==> src/rtl/up_counter_en.sv <==
// Binary up-counter with count enable, modulo MAX_COUNT+1, and a combinational terminal-count flag.
// Optional synchronous load is compiled in when UP_COUNTER_LOAD_EN is defined.
module up_counter_en #(
    parameter int unsigned WIDTH     = 4,
    parameter int unsigned MAX_COUNT = (2 ** WIDTH) - 1
) (
    input  logic             clock,
    input  logic             reset,
    input  logic             enable,
`ifdef UP_COUNTER_LOAD_EN
    input  logic             load,
    input  logic [WIDTH-1:0] load_value,
`endif
    output logic [WIDTH-1:0] counter_out,
    output logic             tc
);

    localparam logic [WIDTH-1:0] MAX_V = MAX_COUNT[WIDTH-1:0];

    logic             run_p0;
    logic             run_p1;
    logic [WIDTH-1:0] count_q;
    logic [WIDTH-1:0] count_next;
    logic             at_max;

    function automatic logic [WIDTH-1:0] wrap_inc(input logic [WIDTH-1:0] value);
        return (value == MAX_V) ? '0 : value + 1'b1;
    endfunction

    function automatic logic [WIDTH-1:0] fit_range(input logic [WIDTH-1:0] value);
        return (value > MAX_V) ? '0 : value;
    endfunction

    // Stage p0/p1: reset asserts at once, releases only after two clock edges
    always_ff @(posedge clock or negedge reset) begin
        if (!reset) begin
            run_p0 <= 1'b0;
            run_p1 <= 1'b0;
        end else begin
            run_p0 <= 1'b1;
            run_p1 <= run_p0;
        end
    end

    always_comb begin
        count_next = count_q;
`ifdef UP_COUNTER_LOAD_EN
        if (load) begin
            count_next = fit_range(load_value);
        end else if (enable) begin
            count_next = wrap_inc(count_q);
        end
`else
        if (enable) begin
            count_next = wrap_inc(count_q);
        end
`endif
    end

    // Count register: updates only once the synchronised reset has released
    always_ff @(posedge clock or negedge reset) begin
        if (!reset) begin
            count_q <= '0;
        end else if (run_p1) begin
            count_q <= count_next;
        end
    end

    assign at_max      = (count_q == MAX_V);
    assign counter_out = count_q;

`ifdef UP_COUNTER_LOAD_EN
    assign tc = at_max && enable && !load;
`else
    assign tc = at_max && enable;
`endif

endmodule

==> config.mk <==
export PLATFORM = sky130hd
export DESIGN_NAME = up_counter_en
export DESIGN_NICKNAME = d
export VERILOG_FILES = /design/src/rtl/up_counter_en.sv
export SDC_FILE = /design/constraint.sdc
export NUM_CORES = 1
export LEC_CHECK = 0
export CORE_AREA = 2 2 39 41
export CTS_CLUSTER_SIZE = 20
export DETAILED_ROUTE_END_ITERATION = 8
export DIE_AREA = 0 0 41 43
export DONT_BUFFER_PORTS = 1
export GPL_TIMING_DRIVEN = 1
export HOLD_SLACK_MARGIN = 0.15
export PLACE_DENSITY_LB_ADDON = 0.25
export SETUP_SLACK_MARGIN = 0.2
export SLEW_MARGIN = 20
export SYNTH_ARGS = -nofsm -noshare
export SYNTH_HDL_FRONTEND = slang
export SYNTH_SLANG_ARGS = --single-unit
==> constraint.sdc <==
create_clock -name clock -period 2.8 [get_ports clock]
set_clock_uncertainty 0.2 [all_clocks]
set_input_delay 0.42 -clock clock [delete_from_list [all_inputs] [get_ports clock]]
set_output_delay 0.42 -clock clock [all_outputs]
set_load 0.005 [all_outputs]
==> PnR_summary.wiki <==
{| class="wikitable"
! Metric !! Value
|-
| Root buffer selected by CTS || clkbuf_4
|-
| Post-Route WL || around 440 microns
|-
| Latest clock arrival within the worst-skew pair || roughly 0.24 ns
|-
| Final Hold Violating Endpoints || 0
|-
| Fraction of final layout cells sized beyond drive strength 1 || 0.2400
|-
| Horizontal extent of the die || 41 microns
|-
| Post-route clock period utilization || 0.6458
|-
| Largest net degree at the start of global routing || 7
|-
| Critical Path AT || ~1.2 ns
|-
| Critical path endpoint category || output pin
|-
| Data required time of the critical path || 2.18 ns
|-
| CTS HTree Levels || 1
|-
| CTS tree || done
|-
| Diode count || 0
|-
| Synthesized net count || 24
|-
| CTS max path bufs || 2
|-
| Global-route wire length before repair || between 700 and 800 microns
|-
| WS Path Type || flop to output pin
|-
| TritonCTS buffer count || 3
|-
| Number of warnings issued by yosys || 0
|-
| Drt first pass iters || 1
|-
| Clock period minus final worst setup slack || roughly 1.8 ns
|-
| Largest voltage drop on the vdd net || between 0.15 and 0.2 mV
|-
| Cell area after placement || 274.0 sq um
|-
| Total of endpoints with negative setup slack in the final report || 0
|-
| Most instantiated library cell after synthesis || dfrtp_1
|-
| Final antenna-violating net count || 0
|-
| DRC marker count from the first detailed-route iteration || 0
|-
| Outcome || complete, no violations
|-
| Starting utilization of the core area || 0.1835
|-
| Average detailed-routed wire length per instance || between 10 and 15 microns
|-
| Post-route setup TNS || 0 ns
|-
| Number of cells produced by synthesis || 20
|-
| Hpwl dp || between 300 and 400 microns
|-
| Power Density || between 900 and 1000 mW/mm^2
|-
| Port bufs || 0
|-
| Number of placement rows || 14
|-
| Chip Height || between 40 and 50 microns
|-
| Mean Syn Cell Area || approximately 13 sq um
|-
| Drc violations || 0
|-
| Launch instance of the worst min-delay path || enable
|-
| Top_reg_cell synth || dfrtp_1
|-
| Worst r2r src || counter_out[0]
|-
| Antenna violations before repair || 0
|-
| Area fraction of the dominant cell type after synthesis || 0.5911
|-
| Finished Cell Area || 316.6 sq um
|-
| Clock tree sinks || 6
|-
| Vias per Instance || between 4 and 5
|-
| Setup repair after global routing missed its margin || no
|-
| Kind of start point of the critical path || flop
|-
| Critical-path maximum fanout || 6
|-
| Cell leakage power || around 0.14 nW
|-
| Leading cell types by count after synthesis || 6 x dfrtp_1, 2 x nand3_1
|-
| Number of synthesized flops with an enable pin || 0
|-
| Placeable core region || between 0.001 and 0.0015 sq mm
|-
| Vias after detailed routing || about 180
|-
| Max Slew Vio Count || 0
|-
| Flip-flop and latch count after synthesis || 6
|-
| Leading cell types by total area after synthesis || dfrtp_1 59%, mux2_4 5.9%, ha_1 4.9%
|-
| Count of cell types in the netlist || 14
|-
| Total global routing overflow || 0
|-
| CTS clock-pin slew for the worst setup and hold paths || roughly 0.050 ns
|-
| Boundary Pins || 8
|-
| Die area || 0.001763 sq mm
|-
| Number of max-capacitance violations reported || 0
|-
| Cell area after technology mapping || between 200 and 300 sq um
|-
| Placer Congestion || about 0.61
|-
| Via count of the first global-routing pass || between 200 and 250
|-
| Dominant cell type by area after synthesis || dfrtp_1
|-
| Hold WC Path Type || input pin to flop
|-
| Crit path from || counter_out[0]
|-
| Final nets || 31
|-
| Global router's overall resource usage || 0.06768
|-
| Maximum frequency from static timing analysis || approximately 550 MHz
|-
| Async set-reset flop share out of synthesis || 1.000
|-
| Area Overhead vs Synth || 24.63%
|-
| Share of the yosys chip area belonging to registers || 0.5911
|}
through the flow:
step	total power [W]	std cells	utilization	hold slack, ns	setup slack [ns]
2_1_floorplan	0.0001930	20	-	-0.07559	1.298
3_3_place_gp	0.0002072	36	0.1980	-0.07537	1.244
3_5_place_dp	0.0002100	36	0.1980	-0.07532	1.244
4_1_cts	0.0002959	41	0.2288	0.1607	0.9778
5_1_grt	0.0003173	41	0.2288	0.1631	0.9134
6_report	0.0002876	41	0.2288	0.1652	0.9917
layout by cell type (no fill, tap or decap):
cell and count:
a311oi_1 1, clkbuf_4 3, mux2_4 1, and4_2 1
nand2_2 1, xnor2_1 1, a21o_1 1, ha_1 1
dfrtp_1 6, a21oi_1 1, o31ai_1 1, nand3_1 2
dlygate4sd3_1 2, o21ai_0 1, conb_1 1, nand2_1 1
registers in the layout (all words and copies together) (netlist names):
name and cells:
run_p1 1, counter_out 4, run_p0 1
routing by layer:
layer | global-route usage | wire length, microns | vias to the layer above
met5 | 0 | 0 | -
met4 | 0.06000 | 0 | 0
met3 | 0.03141 | 44 | 0
met2 | 0.09375 | 210 | 6
met1 | 0.07213 | 181 | 87
li1 | - | - | 84
power breakdown:
part            total, W  internal (W)  switching, W
clock          0.0000776     0.0000484     0.0000293
combinational  0.0000578     0.0000346     0.0000231
sequential      0.000152      0.000114     0.0000384
critical path, cell delays in order, from the launching register on:
cell and delay, ns:
dfrtp_1 0.44, ha_1 0.27, and4_2 0.24
path summary, 6_finish.rpt:
| path | cells after the start | slack (ns) | endpoint |
|---|---|---|---|
| worst max-delay path | 2 | 0.99 | tc |
| worst min-delay path | 2 | 0.17 | counter_out[2] |
| worst max register to register | 3 | 1.43 | counter_out[0] |
| worst min register to register | 1 | 0.36 | counter_out[3] |
| max in group asynchronous | 1 | 1.88 | counter_out[3] |
| min in group asynchronous | 1 | 0.30 | run_p1 |
layout make-up:
type,instances,area [sq um]
well taps,16,20.02
clock buffers,3,22.52
repair buffers,2,20.02
multi-input cells,14,103.9
fillers,151,1067
flip-flops and latches,6,150.1
cells by family after synthesis:
| logic type | Yosys count | share of synthesized area |
|---|---|---|
| other | 1 | 0.01476 |
| AOI/OAI and AO/OA | 5 | 0.1330 |
| and+or+nand+nor | 5 | 0.1182 |
| muxes | 1 | 0.05910 |
| xor gates and xnor gates | 1 | 0.03449 |
| adders and majority gates | 1 | 0.04925 |
| DFF | 6 | 0.5911 |
repair_timing:
action | CTS | global route
buffers inserted | 0 | 0
hold endpoints to repair | 7 | 0
resized for setup | 0 | 0
hold buffers | 2 | 0
Note: power is estimated with default switching activity, not from simulation.
